===== src/rtl/byte_word_packer_pkg.sv =====
// Shared constants and state encoding for the byte-lane word packer.
// The transmit-side converter and its bench use the same definitions.
package byte_word_packer_pkg;

    localparam int BYTE_W = 8;
    localparam int BYTES  = 4;
    localparam int WORD_W = BYTE_W * BYTES;
    localparam int CNT_W  = 8;

    typedef enum logic {
        IDLE = 1'b0,
        FILL = 1'b1
    } pack_state_e;

endpackage


===== src/rtl/byte_word_packer_sat_counter.sv =====
// Synchronous-reset event counter that either wraps or sticks at all-ones.
module sat_counter #(
    parameter int W        = 8,
    parameter bit SATURATE = 1'b0
) (
    input  logic         clk_i,
    input  logic         reset_i,
    input  logic         inc_i,
    output logic [W-1:0] cnt_o
);

    logic [W-1:0] cnt_q;
    logic [W-1:0] cnt_d;

    always_comb begin
        cnt_d = cnt_q;
        if (inc_i) begin
            if (SATURATE && (cnt_q == {W{1'b1}})) begin
                cnt_d = cnt_q;
            end else begin
                cnt_d = cnt_q + W'(1);
            end
        end
    end

    always_ff @(posedge clk_i) begin
        if (reset_i) begin
            cnt_q <= '0;
        end else begin
            cnt_q <= cnt_d;
        end
    end

    assign cnt_o = cnt_q;

endmodule


===== src/rtl/byte_word_packer.sv =====
// Packs valid-qualified bytes (MSB byte first) into words; an idle byte slot
// mid-word discards the partial word and raises a drop strobe.
module byte_word_packer
    import byte_word_packer_pkg::*;
#(
    parameter int BYTE_W = byte_word_packer_pkg::BYTE_W,
    parameter int BYTES  = byte_word_packer_pkg::BYTES,
    parameter int CNT_W  = byte_word_packer_pkg::CNT_W
) (
    input  logic                    clk_4f_i,
    input  logic                    reset_i,
    input  logic [BYTE_W-1:0]       in_data_i,
    input  logic                    in_i,
    output logic [BYTE_W*BYTES-1:0] out_data_o,
    output logic                    out_o,
    output logic                    drop_o,
    output logic [CNT_W-1:0]        word_cnt_o,
    output logic [CNT_W-1:0]        drop_cnt_o
);

    localparam int W_W    = BYTE_W * BYTES;
    localparam int LANE_W = (BYTES > 1) ? $clog2(BYTES) : 1;
    localparam logic [LANE_W-1:0] LAST_LANE = LANE_W'(BYTES - 1);

    pack_state_e       state_q, state_d;
    logic [LANE_W-1:0] lane_q, lane_d;
    logic [W_W-1:0]    asm_q, asm_d;
    logic [W_W-1:0]    out_data_q, out_data_d;
    logic              out_q, out_d;
    logic              drop_q, drop_d;
    logic              word_inc;
    logic              drop_inc;

    always_ff @(posedge clk_4f_i) begin
        if (reset_i) begin
            state_q    <= IDLE;
            lane_q     <= '0;
            asm_q      <= '0;
            out_data_q <= '0;
            out_q      <= 1'b0;
            drop_q     <= 1'b0;
        end else begin
            state_q    <= state_d;
            lane_q     <= lane_d;
            asm_q      <= asm_d;
            out_data_q <= out_data_d;
            out_q      <= out_d;
            drop_q     <= drop_d;
        end
    end

    always_comb begin
        state_d    = state_q;
        lane_d     = lane_q;
        asm_d      = asm_q;
        out_data_d = out_data_q;
        out_d      = 1'b0;
        drop_d     = 1'b0;
        word_inc   = 1'b0;
        drop_inc   = 1'b0;
        case (state_q)
            IDLE: begin
                if (in_i) begin
                    asm_d[W_W-1 -: BYTE_W] = in_data_i;
                    lane_d  = LANE_W'(1);
                    state_d = FILL;
                end
            end
            FILL: begin
                if (!in_i) begin
                    drop_d   = 1'b1;
                    drop_inc = 1'b1;
                    lane_d   = '0;
                    state_d  = IDLE;
                end else if (lane_q == LAST_LANE) begin
                    // Last byte goes straight to the output; the slot itself is never written.
                    out_data_d = {asm_q[W_W-1:BYTE_W], in_data_i};
                    out_d      = 1'b1;
                    word_inc   = 1'b1;
                    lane_d     = '0;
                    state_d    = IDLE;
                end else begin
                    asm_d[W_W-1-BYTE_W*int'(lane_q) -: BYTE_W] = in_data_i;
                    lane_d = lane_q + LANE_W'(1);
                end
            end
            default: begin
                state_d = IDLE;
                lane_d  = '0;
            end
        endcase
    end

    sat_counter #(.W(CNT_W), .SATURATE(1'b0)) u_word_cnt (
        .clk_i   (clk_4f_i),
        .reset_i (reset_i),
        .inc_i   (word_inc),
        .cnt_o   (word_cnt_o)
    );

    sat_counter #(.W(CNT_W), .SATURATE(1'b1)) u_drop_cnt (
        .clk_i   (clk_4f_i),
        .reset_i (reset_i),
        .inc_i   (drop_inc),
        .cnt_o   (drop_cnt_o)
    );

    assign out_data_o = out_data_q;
    assign out_o      = out_q;
    assign drop_o     = drop_q;

endmodule


===== config.mk =====
export PLATFORM = sky130hd
export DESIGN_NAME = byte_word_packer
export DESIGN_NICKNAME = d
export VERILOG_FILES = /design/src/rtl/byte_word_packer_pkg.sv /design/src/rtl/byte_word_packer_sat_counter.sv /design/src/rtl/byte_word_packer.sv
export SDC_FILE = /design/constraint.sdc
export NUM_CORES = 1
export LEC_CHECK = 0
export CAP_MARGIN = 10
export CELL_PAD_IN_SITES_DETAIL_PLACEMENT = 0
export CELL_PAD_IN_SITES_GLOBAL_PLACEMENT = 1
export CORE_UTILIZATION = 52
export CTS_BUF_LIST = sky130_fd_sc_hd__clkbuf_8
export CTS_CLUSTER_SIZE = 12
export DETAILED_ROUTE_END_ITERATION = 8
export DONT_BUFFER_PORTS = 1
export PLACE_DENSITY_LB_ADDON = 0.25
export SYNTH_ARGS = -nofsm -noshare
export SYNTH_HDL_FRONTEND = slang
export SYNTH_HIERARCHICAL = 1
export SYNTH_SLANG_ARGS = --single-unit

===== constraint.sdc =====
create_clock -name clk_4f_i -period 3.6 [get_ports clk_4f_i]
set_input_delay 0.54 -clock clk_4f_i [delete_from_list [all_inputs] [get_ports clk_4f_i]]
set_output_delay 0.54 -clock clk_4f_i [all_outputs]
set_load 0.05 [all_outputs]

After elaboration in Yosys (flattened, before gate mapping)

Index checks and enable logic that the tools add are counted.

Equal/unequal tests: 5
Add/sub/neg operators: 5
Mux-type cells: 18
Bitwise gates (word level): 3
Reductions and logical operators: 4
Shifts and indexed selects: 2

Operator list:

| cell                                                  | count |
|---|---|
| two-way mux 32 bit                                    | 2 |
| variable shift 8 x 33 -> 39 bit, first input constant | 1 |
| indexed part select 8 x 33 -> 39 bit                  | 1 |
| negator 6 -> 33 bit                                   | 1 |
| bitwise mux 32 bit                                    | 1 |
| adder 8 x 1 -> 8 bit, second input constant           | 2 |
| case mux 8 bit (2 select lines)                       | 1 |
| AND reduction 3 bit                                   | 3 |
| == test 8 bit, second input constant                  | 1 |
| two-way mux 1 bit                                     | 8 |
| two-way mux 8 bit                                     | 1 |
| two-way mux 2 bit                                     | 3 |
| != test 2 bit, second input constant                  | 3 |
| subtractor 5 x 5 -> 6 bit, first input constant       | 1 |
| case mux 2 bit (2 select lines)                       | 1 |
| inverter 1 bit                                        | 3 |
| adder 2 x 1 -> 2 bit, second input constant           | 1 |
| == test 2 bit, second input constant                  | 1 |
| case mux 1 bit (2 select lines)                       | 1 |
| AND reduction 2 bit                                   | 1 |

Register bits after elaboration: 85
Word-level logic and storage cells: 46

Longest topological paths before layout

Gate-level depths: netlist of the first run.

Word-level depth: 7
Mapped depth: 9
Gate-level depth less buffers: 6

Hierarchy

Netlist of the first run, hierarchy kept.

Modules (own cells, without submodules):

| module                   | seq. area each (µm²) | area an instance (µm²) | cells each | instances |
|---|---|---|---|---|
| byte_word_packer         | 1221.2               | 2224.6                 | 262        | 1 |
| sat_counter (u_drop_cnt) | 160.2                | 440.4                  | 45         | 1 |
| sat_counter (u_word_cnt) | 160.2                | 339.1                  | 37         | 1 |

Worst setup path after synthesis of the first run

No wires, ideal clock.

Path kind: register to register
From: register lane_q[0]
To: register u_word_cnt.cnt_q[7], in the netlist u_word_cnt/cnt_o[7]
Arrival time: 1976 ps
Slack: 1554 ps
Library setup time: 70 ps
Required time: 3530 ps
Path buffers: 3
Period minus slack after synthesis: 2046 ps
Cell stages (with the launch flop): 10
Cell sequence: dfxtp_1 ha_1 buf_6 nand3_1 inv_1 buf_2 buf_4 nand4_2 or3_1 a21oi_1

Word-level cells in the longest chain between the ends: 4

Ends and longest elaborated chain:

| what                           | RTL line                           | text |
|---|---|---|
| from (decl)                    | byte_word_packer.sv:26             | `logic [LANE_W-1:0] lane_q, lane_d;` |
| from (signal assigned)         | byte_word_packer.sv:44             | `lane_q <= lane_d;` |
| == test 2 bit                  | byte_word_packer.sv:75             | `end else if (lane_q == LAST_LANE) begin` |
| two-way mux 1 bit              | byte_word_packer.sv:75             |  |
| two-way mux 1 bit (2 in a row) | --                                 |  |
| to (signal assigned)           | byte_word_packer_sat_counter.sv:30 | `cnt_q <= cnt_d;` |
| to (decl)                      | byte_word_packer_sat_counter.sv:12 | `logic [W-1:0] cnt_q;` |

No other way between the ends.
A chain may end at the register's enable or synchronous reset.

Worst setup path in the final report of the first run

From: register lane_q[0]
To: register u_word_cnt.cnt_q[2], in the netlist u_word_cnt/cnt_o[2]

The elaborated chain is that of the path after synthesis.

==> flow_summary.toml, run 1 <==
[status]
run_status = "completed"

[logic_synthesis]
ys_ff_latch = 77
postSynthAreaPerCell_sq_um = 8.73
synthesis.area_sq_um = 3000
synthesis.nets = 361
yosysWarningCount = 6
synth_top_flop_cell = "dfxtp_1"
synth.top_cells.by_area = "dfxtp_1 (51%), nand2_1 (10%), a21oi_1 (9.0%)"
synthCells = 344
yosysSeqAreaShare_pct = 51.3
synthDominantAreaCellType = "dfxtp_1"
synthMostInstantiatedCell = "nand2_1"
synthDominantCellAreaShare_pct = 51.3
count_of_unique_library_cells_instantiated_by_yosys = 41
synthArstFlopShare_pct = 0
synth_edf_count = 0
synth_commonest_cells = "nand2_1 (83), dfxtp_1 (77), a21oi_1 (54)"

[global_route]
grt_pass1_wl_um = 10400
antenna_violations_before_repair = 0
grt.busiest_layer = "met2"
grt_overflow_total = 0
maximum_number_of_pins_on_one_net_before_global_route_repair = 75
grtUsageMet2_pct = 35.9
grt.met1_usage_pct = 27.9
grt_pass1_vias = 2150
grt.total_usage_pct = 22.2
routing_usage_on_met3_pct = 7.41

[power]
total_power_mw = 1.68
pwr-share-comb_pct = 1.9
power_density_nw_per_um2 = 521
max-vdd-ir-drop_mv = 0.255
sequentialPowerShare_pct = 52.0
leakage_nw = 1.10
sw_frac_of_total_pct = 20.5
share_clk_of_total_power_pct = 46.0
p_int_mw = 1.33
total_switching_power_uw = 344

[critical_path]
r2r-start = "lane_q[0]"
timing.critical_path.arrival_ns = 2.24
crit_path_start = "lane_q[0]"
crit_required_ns = 3.88
worstSetupStartpointType = "flop"
timing.setup.critical_path_class = "reg -> reg"
crit_path_max_fanout = 35
timing.critical_path.to_type = "flop"
worst-r2r-setup-slack_ns = 1.65

[place]
preCtsSetupSlack_ns = 1.66
place_congestion = 0.769
dp_cells = 395
dp.final_hpwl_um = 3970
dpl-instance-area_sq_um = 2990
io_buffers = 0

[timing]
number_of_slew_limit_violations_in_the_final_report = 0
fmax_ghz = 0.512
worst-slew-pin-transition_ns = 0.707
hold_slack_ns = 0.258
final.period_utilization_pct = 54.3
minimum_period_implied_by_the_final_worst_setup_slack_ns = 1.95
finalHoldViolations = 0
max_slew_margin_pct = 52.8
timing.clock.skew_ns = 0.0101
worst_slack_ns = 1.65
finalSetupViolCount = 0
rsz0062_at_grt = "no"
fin_setup_tns_ns = 0

[clocking]
cts_setup_buffers = 0
clk_root_buffer_cell = "clkbuf_8"
cts.clk_slew.worst_paths_ns = 0.08
cts-root-to-sink-buffers = 2
clkSinkCount = 77
numCtsBuffers = 9
worst_skew_pair.late_latency_ns = 0.34
post_cts_hold_buffer_count = 0
postCtsResizedCells = 0
tritoncts_clock_tree = "yes"
cts_htree_levels = 3

[drt]
vias = 2324
drt_first_pass_iters = 4
drc_viols = 0
ant_nets = 0
post_drt_wl_per_cell_um = 15.3
totalWireLength_um = 6300
post_drt_via_cell_ratio = 5.65
drtIter0Drc = 144

[cells_and_area]
fillers = 539
finish.net_count = 351
area.growth.synth_to_final_pct = 7.33
postLayoutCoreUtil_pct = 58.2
n_antenna_cell = 0
drive_above_1_share_pct = 7.67
postLayoutCellArea_sq_um = 3220
number_of_non_filler_instances_in_the_completed_layout = 411

[floorplan]
core_region_area_sq_um = 5540
start_util_pct = 54.2
design.die.area_sq_um = 6080
num_io_pins = 61
fp-row-count = 27
dieWidth_um = 78.0
die_y_um = 78.0

[flow_run]
timing.max_cap.violations = 0

[worst_hold_path]
hold_path_class = "in -> reg"
hold_path_startpoint = "reset_i"
==> cell type report <==
class	instances	area [sq um]	area share, %
Multi-Input combinational cell	240	1330	41.1
Clock buffer	9	124	3.84
Tap cell	72	90.1	2.79
Clock inverter	7	114	3.53
Sequential cell	77	1540	47.8
Timing Repair Buffer	2	15.0	0.466
Inverter	4	15.0	0.466
==> kinds of logic (layout without fill, tap and decap cells) <==
logic type / after synthesis / in the layout / synth area share [%]
AND/OR/NAND/NOR: 147 / 147 / 23.0
buffers and inverters: 27 / 22 / 4.58
AO/OA/AOI/OAI: 79 / 79 / 15.7
XOR/XNOR: 4 / 4 / 1.17
flip-flops: 77 / 77 / 51.3
multiplexers: 4 / 4 / 1.67
adder cells (fa/ha/maj): 6 / 6 / 2.50
==> state kept, by name, indices dropped and copies added (netlist names) <==
register	flops
drop_o	1
u_drop_cnt/cnt_o	8
out_o	1
out_data_o	32
lane_q	2
u_word_cnt/cnt_o	8
state_q	1
asm_q	24
==> metal layers <==
layer  share of wire [%]  up-vias
met5                   0        -
met4                 1.2        0
met3                 5.3        6
met2                  46       51
met1                  47     1109
li1                    -     1158
==> critical path, stage by stage, from the launching register on <==
cell and delay (ns):
dfxtp_1 0.47, ha_1 0.37, nand3_1 0.15, inv_1 0.16, buf_4 0.38, nand2_1 0.12, xor2_1 0.15, nor2_1 0.10
==> power by group through the flow <==
| stage | logic (mW) | registers (mW) | clock network [mW] |
|---|---|---|---|
| 2_1_floorplan | 0.0425 | 0.890 | 0 |
| 3_3_place_gp | 0.0320 | 0.893 | 0 |
| 3_5_place_dp | 0.0324 | 0.893 | 0 |
| 4_1_cts | 0.0325 | 0.873 | 0.787 |
| 5_1_grt | 0.0364 | 0.875 | 0.830 |
| 6_report | 0.0325 | 0.873 | 0.773 |
==> layout by cell type, fill, tap and decap left out, drive strengths merged, types with 2 or more instances in the layout <==
cell type	n
a211oi	3
a21oi	56
a22o	8
a311oi	2
a31oi	3
and3	2
and4	2
and4b	2
buf	2
bufinv	3
clkbuf	9
clkinv	4
dfxtp	77
ha	6
inv	4
mux2	2
mux2i	2
nand2	83
nand2b	4
nand3	21
nand4	5
nand4b	2
nor2	10
nor2b	8
nor3	2
o21ai	3
or3	4
xor2	3
==> worst paths after layout <==
| path | to | depth (start not counted) |
|---|---|---|
| max | u_word_cnt/cnt_o[2] | 7 |
| min | u_word_cnt/cnt_o[0] | 1 |
| max reg2reg | u_word_cnt/cnt_o[2] | 7 |
| min reg2reg | asm_q[16] | 2 |
Note: power is estimated with default switching activity, not from simulation.
==> run 2, diff against run 1 <==
CORE_UTILIZATION = 44   (was 52)
clock period = 1.75 ns   (was 3.6 ns; I/O delays follow)
==> run 2 against run 1 <==
Against the previous run: via count grew 2.4%; critical endpoint is now asm_q[30]; worst hold slack got worse by 0.21 ns; critical path depth fell by 2; worst setup slack lost 1.5 ns; non-clock buffer count increased by 21; count of clock-buffer cells in the layout unchanged; first-iteration DRC count rose by 12%; critical path type unchanged; final area up 5.6%; highest routed layer unchanged; global-route usage decreased by 3.1 points.
==> flow_summary.toml, run 2 (same netlist as run 1, synthesis figures left out) <==
[critical_path]
r2r-start = "lane_q[1]"
timing.critical_path.max_delay_family = "simple AND/OR/NAND/NOR gates"
slowest_stage = "or4b_4"
timing.critical_path.to_type = "flop"
worst_setup_path_endpoint = "asm_q[30]"
worstSetupStartpointType = "flop"
critPathBufInv = 1
crit_required_ns = 2.03
cell_by_cell_listing_of_the_critical_path = "inv_1 -> ha_1 -> or4b_4 -> a21oi_4 -> a22o_1"
crit_path_max_fanout = 8
timing.critical_path.arrival_ns = 1.91
reg2reg_depth = 5
cp.depth = 5
timing.setup.critical_path_class = "reg -> reg"
crit_path_start = "lane_q[1]"
worst-r2r-setup-slack_ns = 0.12
cp_slowest_stage_delay_ns = 0.48
regToRegEndpoint = "asm_q[30]"

[global_route]
maximum_number_of_pins_on_one_net_before_global_route_repair = 66
grt_overflow_total = 0
antenna_violations_before_repair = 0
grt.total_usage_pct = 19.2
grt_pass1_wl_um = 10700
grt_pass1_vias = 2173

[clocking]
cts_setup_buffers = 0
numCtsBuffers = 9
cts.clk_slew.worst_paths_ns = 0.08
tritoncts_clock_tree = "yes"
clkSinkCount = 77
cts_htree_levels = 3
clk_root_buffer_cell = "clkbuf_8"
cts-root-to-sink-buffers = 2
worst_skew_pair.late_latency_ns = 0.34

[power]
power_density_nw_per_um2 = 981
max-vdd-ir-drop_mv = 0.449
leakage_nw = 1.20

[timing]
finalSetupViolCount = 0
final.period_utilization_pct = 93.0
fin_setup_tns_ns = 0
fmax_ghz = 0.615
worst-slew-pin-transition_ns = 0.646
number_of_slew_limit_violations_in_the_final_report = 0
finalHoldViolations = 0
max_slew_margin_pct = 57.0
rsz0062_at_grt = "no"
timing.clock.skew_ns = 0.00637
minimum_period_implied_by_the_final_worst_setup_slack_ns = 1.63

[cells_and_area]
drive_above_1_share_pct = 14.4
multi_input_combinational_cell_area_sq_um = 1340
area.growth.synth_to_final_pct = 13.4
n_antenna_cell = 0
layout_commonest_cell = "nand2_1"
finish.net_count = 372
layout.cells.most_common_list = "nand2_1 (83), dfxtp_1 (75), a21oi_1 (54), buf_4 (22), nand3_1 (20)"
area.sequential_sq_um = 1550
postLayoutCoreUtil_pct = 52.7
number_of_non_filler_instances_in_the_completed_layout = 437
fillers = 607
max_reg_flops = 32

[place]
dp_cells = 420
io_buffers = 0
place_congestion = 0.807
dp.final_hpwl_um = 4310

[drt]
post_drt_via_cell_ratio = 5.44
drtIter0Drc = 161
drt_first_pass_iters = 6
totalWireLength_um = 6700
post_drt_wl_per_cell_um = 15.3
drc_viols = 0
vias = 2379
ant_nets = 0

[floorplan]
num_io_pins = 61
design.die.area_sq_um = 7160
core_region_area_sq_um = 6460
die_y_um = 84.6
fp-row-count = 29
start_util_pct = 46.5
dieWidth_um = 84.6

[worst_hold_path]
hold_path_class = "in -> reg"

[flow_run]
timing.max_cap.violations = 0

[status]
run_status = "completed"
run 2: cell count changes in the layout (fill, tap and decap cells not counted), sizes merged:
cell      delta
clkinvlp     +1
buf         +21
bufinv       -1
clkinv       -1
inv          +1
run 2: routing by layer:
metal	track usage, %	up-vias	wire, um
met3	4.52	11	326
met2	30.0	63	3210
li1	-	1202	-
met4	9.86	0	138
met1	24.8	1103	3030
met5	0	-	0
run 2: area by class of cell:
| cell class | instances | share of cell area (%) |
|---|---|---|
| Clock buffer | 9 | 3.64 |
| Clock inverter | 7 | 2.61 |
| Inverter | 4 | 0.514 |
| Multi-Input combinational cell | 240 | 39.3 |
| Sequential cell | 77 | 45.4 |
| Tap cell | 77 | 2.83 |
| Timing Repair Buffer | 23 | 5.66 |
run 2: worst reg2reg max path, stage by stage, from the launching register on:
cell     delay, ns
dfxtp_2       0.35
inv_1         0.10
ha_1          0.18
or4b_4        0.49
a21oi_4       0.26
a22o_1        0.19
run 2: repair_timing:
item / CTS / global route
hold buffers: 1 / 0
hold endpoints to repair: 65 / 0
gates resized for setup: 0 / 1
setup endpoints to repair: 0 / 6
run 2: power breakdown:
part / internal, mW / switching [mW]
registers: 1.77 / 0.0169
logic: 0.0456 / 0.0713
clock network: 0.796 / 0.642
run 2: through the flow:
stage	hold WS [ns]	setup WS [ns]	cell area (sq um)	total power, mW
after floorplan	0.395	0.0212	3030	1.92
after detailed placement	0.335	0.0878	3160	1.91
final	0.0477	0.123	3410	3.34
after global routing	0.0359	0.0558	3410	3.46
after global placement	0.333	0.129	3160	1.91
after CTS	0.0313	0.0469	3400	3.38
run 2: worst min path at each step:
stage / from / end / cells past startpoint
2_1_floorplan: in_data_i[0] / asm_q[24] / 1
3_3_place_gp: reset_i / lane_q[1] / 1
3_5_place_dp: reset_i / lane_q[1] / 1
4_1_cts: in_data_i[2] / out_data_o[2] / 2
5_1_grt: in_data_i[3] / asm_q[27] / 1
6_report: in_data_i[3] / asm_q[27] / 1
